**src/rtl/ex_stage.sv**
```systemverilog
// Execute stage: latches the decode bus under a valid/allowin handshake,
// produces a single-cycle ALU / multiplier result or runs a multi-cycle
// restoring unsigned divider, and drives the EX->MEM and forwarding buses.
module ex_stage #(
  parameter int XLEN = 32,
  parameter int OP_W = 15,
  parameter int DS_W = 16 + OP_W + 3*XLEN,
  parameter int MS_W = 16 + 2*XLEN
) (
  input  logic            clk,
  input  logic            resetn,
  input  logic            flush,
  input  logic            ds_to_es_valid,
  input  logic [DS_W-1:0] ds_es_bus,
  output logic            es_allowin,
  input  logic            ms_allowin,
  output logic            es_to_ms_valid,
  output logic [MS_W-1:0] es_ms_bus,
  output logic            es_fwd_we,
  output logic [4:0]      es_fwd_rd,
  output logic [XLEN-1:0] es_fwd_data,
  output logic            es_busy
);

  localparam int SH_W  = $clog2(XLEN);
  localparam int CNT_W = $clog2(XLEN);

  typedef enum logic [1:0] {IDLE, RUN, DONE} div_state_t;

  logic            es_valid;
  logic [DS_W-1:0] bus_r;
  logic            es_ready_go;

  // Decode bus fields
  logic [10:0]     ctl;
  logic [OP_W-1:0] op;
  logic [XLEN-1:0] data1;
  logic [XLEN-1:0] data2;
  logic [XLEN-1:0] st_data;
  logic [4:0]      rd;
  logic            reg_write;
  logic            is_div;

  assign rd        = bus_r[4:0];
  assign st_data   = bus_r[5 +: XLEN];
  assign data2     = bus_r[5+XLEN +: XLEN];
  assign data1     = bus_r[5+2*XLEN +: XLEN];
  assign op        = bus_r[5+3*XLEN +: OP_W];
  assign ctl       = bus_r[DS_W-1 -: 11];
  assign reg_write = ctl[8];
  assign is_div    = op[13] | op[14];

  // Divider state
  div_state_t      state, state_next;
  logic [XLEN-1:0] quo_r;
  logic [XLEN-1:0] rem_r;
  logic [XLEN-1:0] dvs_r;
  logic [CNT_W-1:0] cnt_r;
  logic [XLEN:0]   rem_sh;
  logic [XLEN:0]   diff;

  assign rem_sh = {rem_r, quo_r[XLEN-1]};
  assign diff   = rem_sh - {1'b0, dvs_r};

  // Handshake
  assign es_ready_go    = is_div ? (state == DONE) : 1'b1;
  assign es_allowin     = !es_valid || (es_ready_go && ms_allowin);
  assign es_to_ms_valid = es_valid && es_ready_go;

  // Pipeline register: flush drops both the held and the incoming instruction
  always_ff @(posedge clk) begin
    if (!resetn) begin
      es_valid <= 1'b0;
      bus_r    <= '0;
    end else if (flush) begin
      es_valid <= 1'b0;
    end else if (ds_to_es_valid && es_allowin) begin
      es_valid <= 1'b1;
      bus_r    <= ds_es_bus;
    end else if (es_allowin) begin
      es_valid <= 1'b0;
    end
  end

  // Divider FSM state register
  always_ff @(posedge clk) begin
    if (!resetn) state <= IDLE;
    else         state <= state_next;
  end

  // Divider FSM next-state logic
  always_comb begin
    state_next = state;
    case (state)
      IDLE:    if (es_valid && is_div) state_next = RUN;
      RUN:     if (cnt_r == CNT_W'(XLEN-1)) state_next = DONE;
      DONE:    if (es_to_ms_valid && ms_allowin) state_next = IDLE;
      default: state_next = IDLE;
    endcase
    if (flush) state_next = IDLE;
  end

  // Divider datapath: load operands, then one restoring step per cycle
  always_ff @(posedge clk) begin
    if (!resetn) begin
      quo_r <= '0;
      rem_r <= '0;
      dvs_r <= '0;
      cnt_r <= '0;
    end else begin
      case (state)
        IDLE: if (state_next == RUN) begin
          quo_r <= data1;
          rem_r <= '0;
          dvs_r <= data2;
          cnt_r <= '0;
        end
        RUN: begin
          quo_r <= {quo_r[XLEN-2:0], ~diff[XLEN]};
          rem_r <= diff[XLEN] ? rem_sh[XLEN-1:0] : diff[XLEN-1:0];
          cnt_r <= cnt_r + CNT_W'(1);
        end
        default: ;
      endcase
    end
  end

  // Single-cycle ALU and multiplier
  logic [SH_W-1:0]   shamt;
  logic [2*XLEN-1:0] prod;
  logic [XLEN-1:0]   result;

  assign shamt = data2[SH_W-1:0];
  assign prod  = {{XLEN{1'b0}}, data1} * {{XLEN{1'b0}}, data2};

  // Result select: OR of the outputs selected by the one-hot op
  always_comb begin
    result = '0;
    if (op[0])  result = result | (data1 + data2);
    if (op[1])  result = result | (data1 - data2);
    if (op[2])  result = result | (data1 & data2);
    if (op[3])  result = result | (data1 | data2);
    if (op[4])  result = result | (data1 ^ data2);
    if (op[5])  result = result | (data1 << shamt);
    if (op[6])  result = result | (data1 >> shamt);
    if (op[7])  result = result | XLEN'($signed(data1) >>> shamt);
    if (op[8])  result = result | {{(XLEN-1){1'b0}}, $signed(data1) < $signed(data2)};
    if (op[9])  result = result | {{(XLEN-1){1'b0}}, data1 < data2};
    if (op[10]) result = result | data2;
    if (op[11]) result = result | prod[XLEN-1:0];
    if (op[12]) result = result | prod[2*XLEN-1:XLEN];
    if (op[13]) result = result | quo_r;
    if (op[14]) result = result | rem_r;
  end

  assign es_ms_bus   = {ctl, result, st_data, rd};
  assign es_fwd_we   = es_valid && reg_write && es_ready_go;
  assign es_fwd_rd   = rd;
  assign es_fwd_data = result;
  assign es_busy     = es_valid && reg_write && !es_ready_go;

endmodule

```
**config.mk**
```make
export PLATFORM = sky130hd
export DESIGN_NAME = ex_stage
export DESIGN_NICKNAME = d
export VERILOG_FILES = /design/src/rtl/ex_stage.sv
export SDC_FILE = /design/constraint.sdc
export NUM_CORES = 2
export LEC_CHECK = 0
export CORE_UTILIZATION = 30
export DETAILED_ROUTE_END_ITERATION = 7
export GPL_TIMING_DRIVEN = 0
export PLACE_DENSITY_LB_ADDON = 0.15
export SYNTH_ARGS = -nofsm -noshare
export SYNTH_HDL_FRONTEND = slang
export SYNTH_SLANG_ARGS = --single-unit
```
**constraint.sdc**
```tcl
create_clock -name clk -period 20.6 [get_ports clk]
set_input_delay 3.09 -clock clk [delete_from_list [all_inputs] [get_ports clk]]
set_output_delay 3.09 -clock clk [all_outputs]
set_load 0.05 [all_outputs]
```
==> results.md <==
* Seq pwr share at 21.6%
* GR Util All Layers at a little over a third
* CTS max path bufs at 3
* CP Capture Type: primary output
* Outcome: complete, but fails checks
* IO Pins at 253
* Power Density at between 30 and 40 nW/µm²
* Final setup vio count at 0
* Top_reg_cell synth: dfxtp_1
* Antenna viol nets, final at 0
* Comb pwr share at 48.4%
* Peak supply drop at 67.7 µV
* Pleak at 27.0 nW
* Starting Density at 30.3%
* First-pass GRT wire length at roughly 430000 µm
* Initial DRC count at 5824
* Hold Vio Cnt, Final at 0
* Grt met2 use at 52.6%
* First-pass DRT Iterations at 6
* Core ar. at about 170000 µm²
* Most frequent CP cell: fa_1
* DRC viols at 0
* Int Power at 1.13 mW
* Net Sw Frac at 49.1%
* Critical Path RT at about 18 ns
* RSZ-0062 raised after global routing: no
* R2r setup slk at 16.05 ns
* Grt total ovfl at 0
* Crit path DAT at about 15 ns
* Sink Count at around 230
* Hold wc startpoint: bus_r[29]$_SDFFE_PN0P_
* Unique masters post-synth at 98
* Root buf cell: clkbuf_16
* Post-CTS resize count at 0
* Worst reg-to-reg path cell count at 14
* Fin Setup TNS at 0 ns
* Area growth, synth to finish at 12.8%
* Hold Path Stages at 2
* Die Area at about 180000 µm²
* R2r startpoint: quo_r[31]$_SDFFE_PN0P_
* Vias at 51500
* Max Fclk at 0.0545 GHz
* Gpl congestion at approximately 1.1
* Pwr Total at 2.23 mW
* Syn nets at approximately 8000
* Violated checks: capacitance limit, slew limit
* # fillers at roughly 19000
* H-tree levels at 2
* Synth area leaders: fa_1 34%, ha_1 9.3%, dfxtp_1 8.8%, inv_1 7.4%, nand2_1 7.2%
* Die W at 421 µm
* Port Buffers at 252
* Number of synthesized flops with an enable pin at 0
* Vias in the first global route at 51100
* DP Wirelength at between 200000 and 300000 µm
* Mapped Cells at 6537
* Worst-Margin Slew at 1.66 ns
* Slowest cell on crit path: clkbuf_1
* Minimum clock period at approximately 18 ns
* Row Count at 153
* Worst setup startpoint: bus_r[40]$_SDFFE_PN0P_
* Syn avg cell area at 8.07 µm²
* Vias per cell at 5.59
* Slew Limit Fails at 98
* Asr flop ratio synth at 0%
* Initial antenna violation count at 49
* Clk_skew at between 0.05 and 0.06 ns
* Critical path type: flop to primary output
* CTS hold repair buffers at 0
* Cell area after synthesis at approximately 53000 µm²
* Top-area cell type share of the netlist area at 34.1%
* Post-CTS setup buffers at 0
* GR met3 Demand/Resource at 6.44%
* Detailed Route WL at around 320000 µm
* HP Class: flop to flop
* Largest net degree at the start of global routing at 12
* Post-synth top cells: 1042 x inv_1, 1005 x nand2_1, 899 x fa_1
* Num CTS Buffers at 36
* Yosys reg bits at 231
* Reg clk slew, reported paths at 0.06 ns
* Net switching power at between 1 and 1.5 mW
* Count leader, synth: inv_1
* Largest area contributor in the netlist: fa_1
* Worst-Skew Late Latency at 0.64 ns
* Max-cap violations at 10
* Crit path launch type: flop
* Grt peak-use layer: met2
* CTS tree: done
* Met1 usage at 47.9%
* Post-synthesis sequential area ratio at 8.77%
* R2R Path End: rem_r[2]$_SDFFE_PN0P_
* Clock power frac at 30.0%
* Die H at 421 µm
* Yosys warns at 0
* Hold path endpoint: bus_r[29]$_SDFFE_PN0P_
* Fin crit share at 89.1%
* Biggest cell delay along the critical path at 1.05 ns
* Drt wl/cell at ~35 µm
* CP Max Fanout at 11
* Rel. slew slack at -10.4%
* Share of layout cells above drive strength 1 at 3.95%
* Fin util at between 30% and 40%
* Nets at 8257
## worst max-delay path by stage
stage	to	slack [ns]	cells past startpoint
after global placement	es_ms_bus[55]	3.27	31
after detailed placement	es_ms_bus[55]	3.20	31
final	es_ms_bus[48]	2.24	29
after floorplan	es_ms_bus[58]	7.85	32
after CTS	es_ms_bus[55]	2.53	31
after global routing	es_ms_bus[48]	2.53	29
## through the flow
stage | hold WS, ns | cells | setup WS, ns | instance area, µm²
2_1_floorplan | 0.424 | 6537 | 7.85 | 52700
3_3_place_gp | 0.444 | 9114 | 3.27 | 58200
3_5_place_dp | 0.456 | 9116 | 3.20 | 58200
4_1_cts | 0.464 | 9181 | 2.53 | 59400
5_1_grt | 0.484 | 9188 | 2.53 | 59500
6_report | 0.460 | 9199 | 2.24 | 59500
## area by class of cell
type,instances,area [µm²],area share (%)
Sequential cell,231,4620,7.77
Clock buffer,45,965,1.62
Inverter,1064,3990,6.71
Clock inverter,20,221,0.372
Tap cell,2325,2910,4.89
Antenna cell,15,37.5,0.0631
Timing Repair Buffer,257,2570,4.31
Buffer,524,2360,3.97
Multi-Input combinational cell,4718,41800,70.3
## critical path: cells and delay by family (launching register included)
kind	cells	cell delay, ns
compound gates	6	2.96
buf+inv	11	5.64
xor+xnor	1	0.76
simple gates	2	0.41
fa+ha+maj	9	4.39
flops	1	0.43
## per-layer routing
layer	wire length [µm]	up-vias
met3	26900	689
met5	101	-
met2	135000	2821
met4	22700	16
met1	135000	26700
li1	-	21200
## kinds of logic (layout without fill, tap and decap cells)
logic type               after synthesis  after routing  synth area share [%]
AND/OR/NAND/NOR                     2044           2044                  15.7
buffers and inverters               1588           1910                  12.0
adder cells (fa/ha/maj)             1293           1293                  43.5
AO/OA/AOI/OAI                       1121           1121                  14.7
flip-flops                           231            231                  8.77
multiplexers                         133            133                  3.22
XOR/XNOR                             127            127                  2.14
other                                  0             15                     0
## cells in the final DEF (no fill, tap or decap), drive strengths merged, types with 12 or more instances in the layout
cell type         n
mux4             28
buf             181
clkbuf          393
nand3            68
clkdlybuf4s50   252
inv            1053
nand2          1005
or3              12
a211oi           33
and3             19
nor2            774
mux2i            91
o31ai            20
nand4            22
xnor2            99
diode            15
a21boi          165
and2             14
dfxtp           231
a21oi           192
o21ai           228
o221ai           14
a21o             79
nor3             36
xor2             28
nor2b            25
nand2b           29
mux2             14
o211a            34
a31oi            31
o21a             19
o21bai           35
a221oi           59
a211o            12
ha              394
a22oi            48
o211ai           57
clkinv           26
fa              899
## power groups by stage
stage | clock [mW] | combinational (mW) | sequential (mW)
global route | 0.691 | 1.10 | 0.482
global placement | 0 | 1.04 | 0.491
CTS | 0.676 | 1.04 | 0.481
finish | 0.667 | 1.08 | 0.482
floorplan | 0 | 0.558 | 0.477
detailed placement | 0 | 1.04 | 0.491
## state kept, by name, summed over array words and instances (netlist names)
name      count
bus_r       127
dvs_r        32
quo_r        32
rem_r        32
cnt_r         5
state         2
es_valid      1
(Power assumes the default switching activity.)
